--- src/rtl/shift_seq_ctrl.sv ---
// Command sequencer for a loadable right-shift register: one load cycle, then
// eff_amt single-bit shift cycles, then a one-cycle DONE that captures the result.
module shift_seq_ctrl #(
    parameter int W     = 4,
    parameter int CNT_W = 3
) (
    input  logic             clk,
    input  logic             rst_b,
    input  logic             start,
    input  logic             abort,
    input  logic [W-1:0]     cmd_data,
    input  logic [CNT_W-1:0] cmd_amt,
    input  logic             cmd_type,
    output logic             shf_ld,
    output logic             shf_sh,
    output logic             shf_type,
    output logic [W-1:0]     shf_din,
    input  logic [W-1:0]     shf_dout,
    output logic             busy,
    output logic             done,
    output logic [W-1:0]     result
);

    typedef enum logic [1:0] {
        S_IDLE  = 2'd0,
        S_LOAD  = 2'd1,
        S_SHIFT = 2'd2,
        S_DONE  = 2'd3
    } state_t;

    state_t           state_q, state_d;
    logic [CNT_W-1:0] count_q, count_d;
    logic [CNT_W-1:0] amt_q, amt_d;
    logic [W-1:0]     data_q, data_d;
    logic             type_q, type_d;
    logic [W-1:0]     result_q, result_d;

    logic             accept;

    // Shifting a W-bit value more than W places gives the same result as W places.
    function automatic logic [CNT_W-1:0] clamp_amt(input logic [CNT_W-1:0] a);
        if (int'(a) > W) begin
            return CNT_W'(W);
        end
        return a;
    endfunction

    assign accept = (state_q == S_IDLE) && start && !abort;

    always_ff @(posedge clk or negedge rst_b) begin
        if (!rst_b) begin
            state_q <= S_IDLE;
        end else begin
            state_q <= state_d;
        end
    end

    always_ff @(posedge clk or negedge rst_b) begin
        if (!rst_b) begin
            count_q  <= '0;
            amt_q    <= '0;
            data_q   <= '0;
            type_q   <= 1'b0;
            result_q <= '0;
        end else begin
            count_q  <= count_d;
            amt_q    <= amt_d;
            data_q   <= data_d;
            type_q   <= type_d;
            result_q <= result_d;
        end
    end

    always_comb begin
        state_d = state_q;
        unique case (state_q)
            S_IDLE: begin
                if (accept) begin
                    state_d = S_LOAD;
                end
            end
            S_LOAD: begin
                if (abort) begin
                    state_d = S_IDLE;
                end else if (amt_q == '0) begin
                    state_d = S_DONE;
                end else begin
                    state_d = S_SHIFT;
                end
            end
            S_SHIFT: begin
                if (abort) begin
                    state_d = S_IDLE;
                end else if (count_q == CNT_W'(1)) begin
                    state_d = S_DONE;
                end
            end
            S_DONE: begin
                state_d = S_IDLE;
            end
            default: begin
                state_d = S_IDLE;
            end
        endcase
    end

    // Command capture, shift countdown and result capture.
    always_comb begin
        count_d  = count_q;
        amt_d    = amt_q;
        data_d   = data_q;
        type_d   = type_q;
        result_d = result_q;
        unique case (state_q)
            S_IDLE: begin
                if (accept) begin
                    data_d = cmd_data;
                    type_d = cmd_type;
                    amt_d  = clamp_amt(cmd_amt);
                end
            end
            S_LOAD: begin
                count_d = amt_q;
            end
            S_SHIFT: begin
                count_d = count_q - CNT_W'(1);
            end
            S_DONE: begin
                if (!abort) begin
                    result_d = shf_dout;
                end
            end
            default: begin
                count_d = count_q;
            end
        endcase
    end

    // Moore outputs: decoded from registered state and command only.
    always_comb begin
        shf_ld   = 1'b0;
        shf_sh   = 1'b0;
        shf_type = 1'b0;
        shf_din  = '0;
        busy     = 1'b0;
        done     = 1'b0;
        unique case (state_q)
            S_IDLE: begin
                busy = 1'b0;
            end
            S_LOAD: begin
                shf_ld   = 1'b1;
                shf_type = type_q;
                shf_din  = data_q;
                busy     = 1'b1;
            end
            S_SHIFT: begin
                shf_sh   = 1'b1;
                shf_type = type_q;
                shf_din  = data_q;
                busy     = 1'b1;
            end
            S_DONE: begin
                busy = 1'b1;
                done = 1'b1;
            end
            default: begin
                busy = 1'b0;
            end
        endcase
    end

    assign result = result_q;

endmodule
--- config.mk ---
export PLATFORM = sky130hd
export DESIGN_NAME = shift_seq_ctrl
export DESIGN_NICKNAME = d
export VERILOG_FILES = /design/src/rtl/shift_seq_ctrl.sv
export SDC_FILE = /design/constraint.sdc
export NUM_CORES = 1
export LEC_CHECK = 0
export ABC_AREA = 1
export BUFFER_PORTS_ARGS = -buffer_cell sky130_fd_sc_hd__buf_4
export CAP_MARGIN = 20
export CELL_PAD_IN_SITES_DETAIL_PLACEMENT = 1
export CELL_PAD_IN_SITES_GLOBAL_PLACEMENT = 1
export CORE_UTILIZATION = 25
export CTS_CLUSTER_DIAMETER = 50
export DETAILED_ROUTE_END_ITERATION = 7
export GPL_TIMING_DRIVEN = 1
export PLACE_DENSITY = 0.64
export SLEW_MARGIN = 40
export SYNTH_ARGS = -nofsm -noshare
export SYNTH_HDL_FRONTEND = slang
export SYNTH_SLANG_ARGS = --single-unit
export TNS_END_PERCENT = 100
--- constraint.sdc ---
create_clock -name clk -period 2.1 [get_ports clk]
set_input_delay 0.42 -clock clk [delete_from_list [all_inputs] [get_ports clk]]
set_output_delay 0.42 -clock clk [all_outputs]
set_load 0.05 [all_outputs]
==> results.cfg <==
[outcome]
run_status = finished clean

[place]
place.gp.congestion = 0.679
dp.cells = 195
detailedPlacementHpwl_um = 1790
post-place-ws_ns = 0.353
placement.io_buffers = 28

[critical_path]
worstSetupEndpointType = primary output
worst_path_slowest_cell = ha_2
critPathMaxStageDelay_ns = 0.44
worst_ep_required_ns = 1.68
critical_path.max_fanout = 11
timing_worst_setup_path_type = reg2out
critical-path-top-cell-by-count = inv_1
crit_family = adder cells
critical_path.cell_chain = inv_1, ha_2, nand2_1, inv_1, buf_4
arr_time_crit_path_ns = 1.53
cp_num_buf_inv = 3
cp-start-kind = register

[synthesis]
synthesis.area_um2 = 956
netlist-cell-type-count = 16
synth_sequential_area_ratio_pct = 44.5
ys_seq_elements = 17
yosys-top-cells-area = dfrtp_1 (45%), nand2_1 (16%), ha_1 (9.2%), inv_1 (9.0%), o21ai_2 (4.6%)
yosysTopAreaCellShare_pct = 44.5
cell_type_contributing_the_most_total_cell_area_after_synthesis = dfrtp_1
postSynthCellCount = 121
ys_warn_count = 0
synthesis.area_per_instance_um2 = 7.90
synth.net_count = 144

[cts]
clkTransAtPathRegs_ns = 0.07
numCtsBuffers = 3
clock_tree_from_tritoncts = yes
clock_tree.htree_level_count = 1
worstSkewPairLatency_ns = 0.26
ctsRootBufferMaster = clkbuf_8
max-clock-path-buffers = 2
clkSinkCount = 17
holdBufCountCts = 0

[sta]
hold_violations = 0
slew_headroom_pct = 83.0
period_needed_ns = 1.95
report.final.slew_viol_count = 0
fmaxAchievable_mhz = 512
post_route_setup_tns_ns = 0
skew_ns = 0.000839
finalCritPeriodShare_pct = 93.0
finalSetupViolations = 0
unrepaired_setup_endpoints_after_global_routing = no
fin_worst_hold_slack_ns = 0.0236
worst_pin_slew_ns = 0.256
final_critical_path_setup_slack_ns = 0.148

[min_path]
hold_path_class = in2async

[pwr]
power_density_mw_per_mm2 = 1550
ir_worst_vdd_v = 0.000430
leakage_power_nw = 0.709

[grt]
initial_antenna_violation_count = 0
globalRouteOverflowTotal = 0
grt_start_max_net_pins = 18
grt_util_all_layers_pct = 12.9
first_global_vias = 910
grt_pass1_wl_um = 4010

[routing]
route.antenna.remaining_nets = 0
detail_route.wl_per_cell_um = 11.4
drc = 0
route.final.wire_length_um = 2270
drt_iter0_markers = 14
drtPass1Iterations = 4
num_vias = 838
detail_route.vias_per_cell = 4.21

[floorplan]
chipHeight_um = 63.8
io-pin-count = 29
floorplan.die.width_um = 63.8
core_area_mm2 = 0.00366
floorplan.die_area_mm2 = 0.00407
placementRows = 22
initial_core_util_pct = 26.1

[layout]
syn2layout_area_growth_pct = 31.5
drive_above_1_share_pct = 27.2
most-common-layout-cells = nand2_1 (42), buf_4 (28), inv_1 (23), dfrtp_1 (17)
diodes = 0
layout_cells_excl_fill = 199
final_net_count = 175
final_common_cell = nand2_1

[run]
timing.max_cap.violations = 0
worst register-to-register path, delay by kind of cell (launching register included):
family	cells	cell delay, ns
DFF	1	0.42
buffers and inverters	3	0.31
adders and majority gates	1	0.31
and+or+nand+nor	1	0.06
AOI/OAI and AO/OA	2	0.23
stage by stage:
step                      cell area, um2  utilization, %  total power, mW
after floorplan                      956               -             1.39
after global routing                1260            34.3             2.10
after CTS                           1250            34.3             1.98
after global placement              1210            33.0             1.68
after detailed placement            1210            33.0             1.71
final                               1260            34.3             1.94
worst paths after layout:
path	startpoint	end	slack (ns)	depth (start not counted)
worst max-delay path	state_q[1]	shf_din[3]	0.15	5
worst min-delay path	rst_b	result[1]	0.02	1
worst max register to register	state_q[0]	count_q[2]	0.66	7
worst min register to register	result[0]	result[0]	0.48	2
max in group asynchronous	rst_b	result[0]	1.87	1
min in group clk	cmd_amt[1]	amt_q[1]	0.36	3
synth_stat cells:
master and number:
a21oi_1 3, a21oi_2 1, buf_2 1, buf_6 1
dfrtp_1 17, ha_1 7, inv_1 23, inv_4 1
nand2_1 42, nand3_1 5, nand3_4 1, nor2_1 6
nor2_2 1, o211ai_1 1, o21ai_0 6, o21ai_2 5
sequential cells by signal (all words and copies together), names as in the netlist:
| name | flops |
|---|---|
| result | 4 |
| count_q | 3 |
| state_q | 2 |
| data_q | 4 |
| amt_q | 3 |
| type_q | 1 |
layer usage:
| layer | share of wire (%) | track usage [%] |
|---|---|---|
| met1 | 42 | 14.0 |
| met2 | 51 | 23.5 |
| met3 | 5.3 | 2.86 |
| met4 | 1.7 | 5.97 |
| met5 | 0 | 0 |
cell type report:
cell class / count / area, um2
multi-input combinational: 78 / 424
tap: 48 / 60.1
fill: 448 / 2400
timing repair buffer: 28 / 210
clock buffer: 4 / 45.0
inverter: 24 / 92.6
sequential: 17 / 425
kinds of logic (layout without fill, tap and decap cells):
group | count (synthesis) | after routing | synth area share, %
compound gates | 16 | 16 | 11.0
buf+inv | 26 | 56 | 11.4
flops | 17 | 17 | 44.5
simple gates | 55 | 55 | 24.0
fa+ha+maj | 7 | 7 | 9.16
power by group:
part           switching [mW]  internal (mW)  leakage, nW
registers              0.0901          0.473        0.212
clock network           0.117          0.135       0.0228
logic                   0.768          0.361        0.474
total                   0.975          0.969        0.709
timing repair:
| action | 4_1_cts | 5_1_grt |
|---|---|---|
| gates resized for setup | 0 | 1 |
| endpoints found under the setup margin | 0 | 5 |
| endpoints found under the hold margin | 0 | 0 |
| buffers inserted | 0 | 0 |
Note: power is estimated with default switching activity, not from simulation.
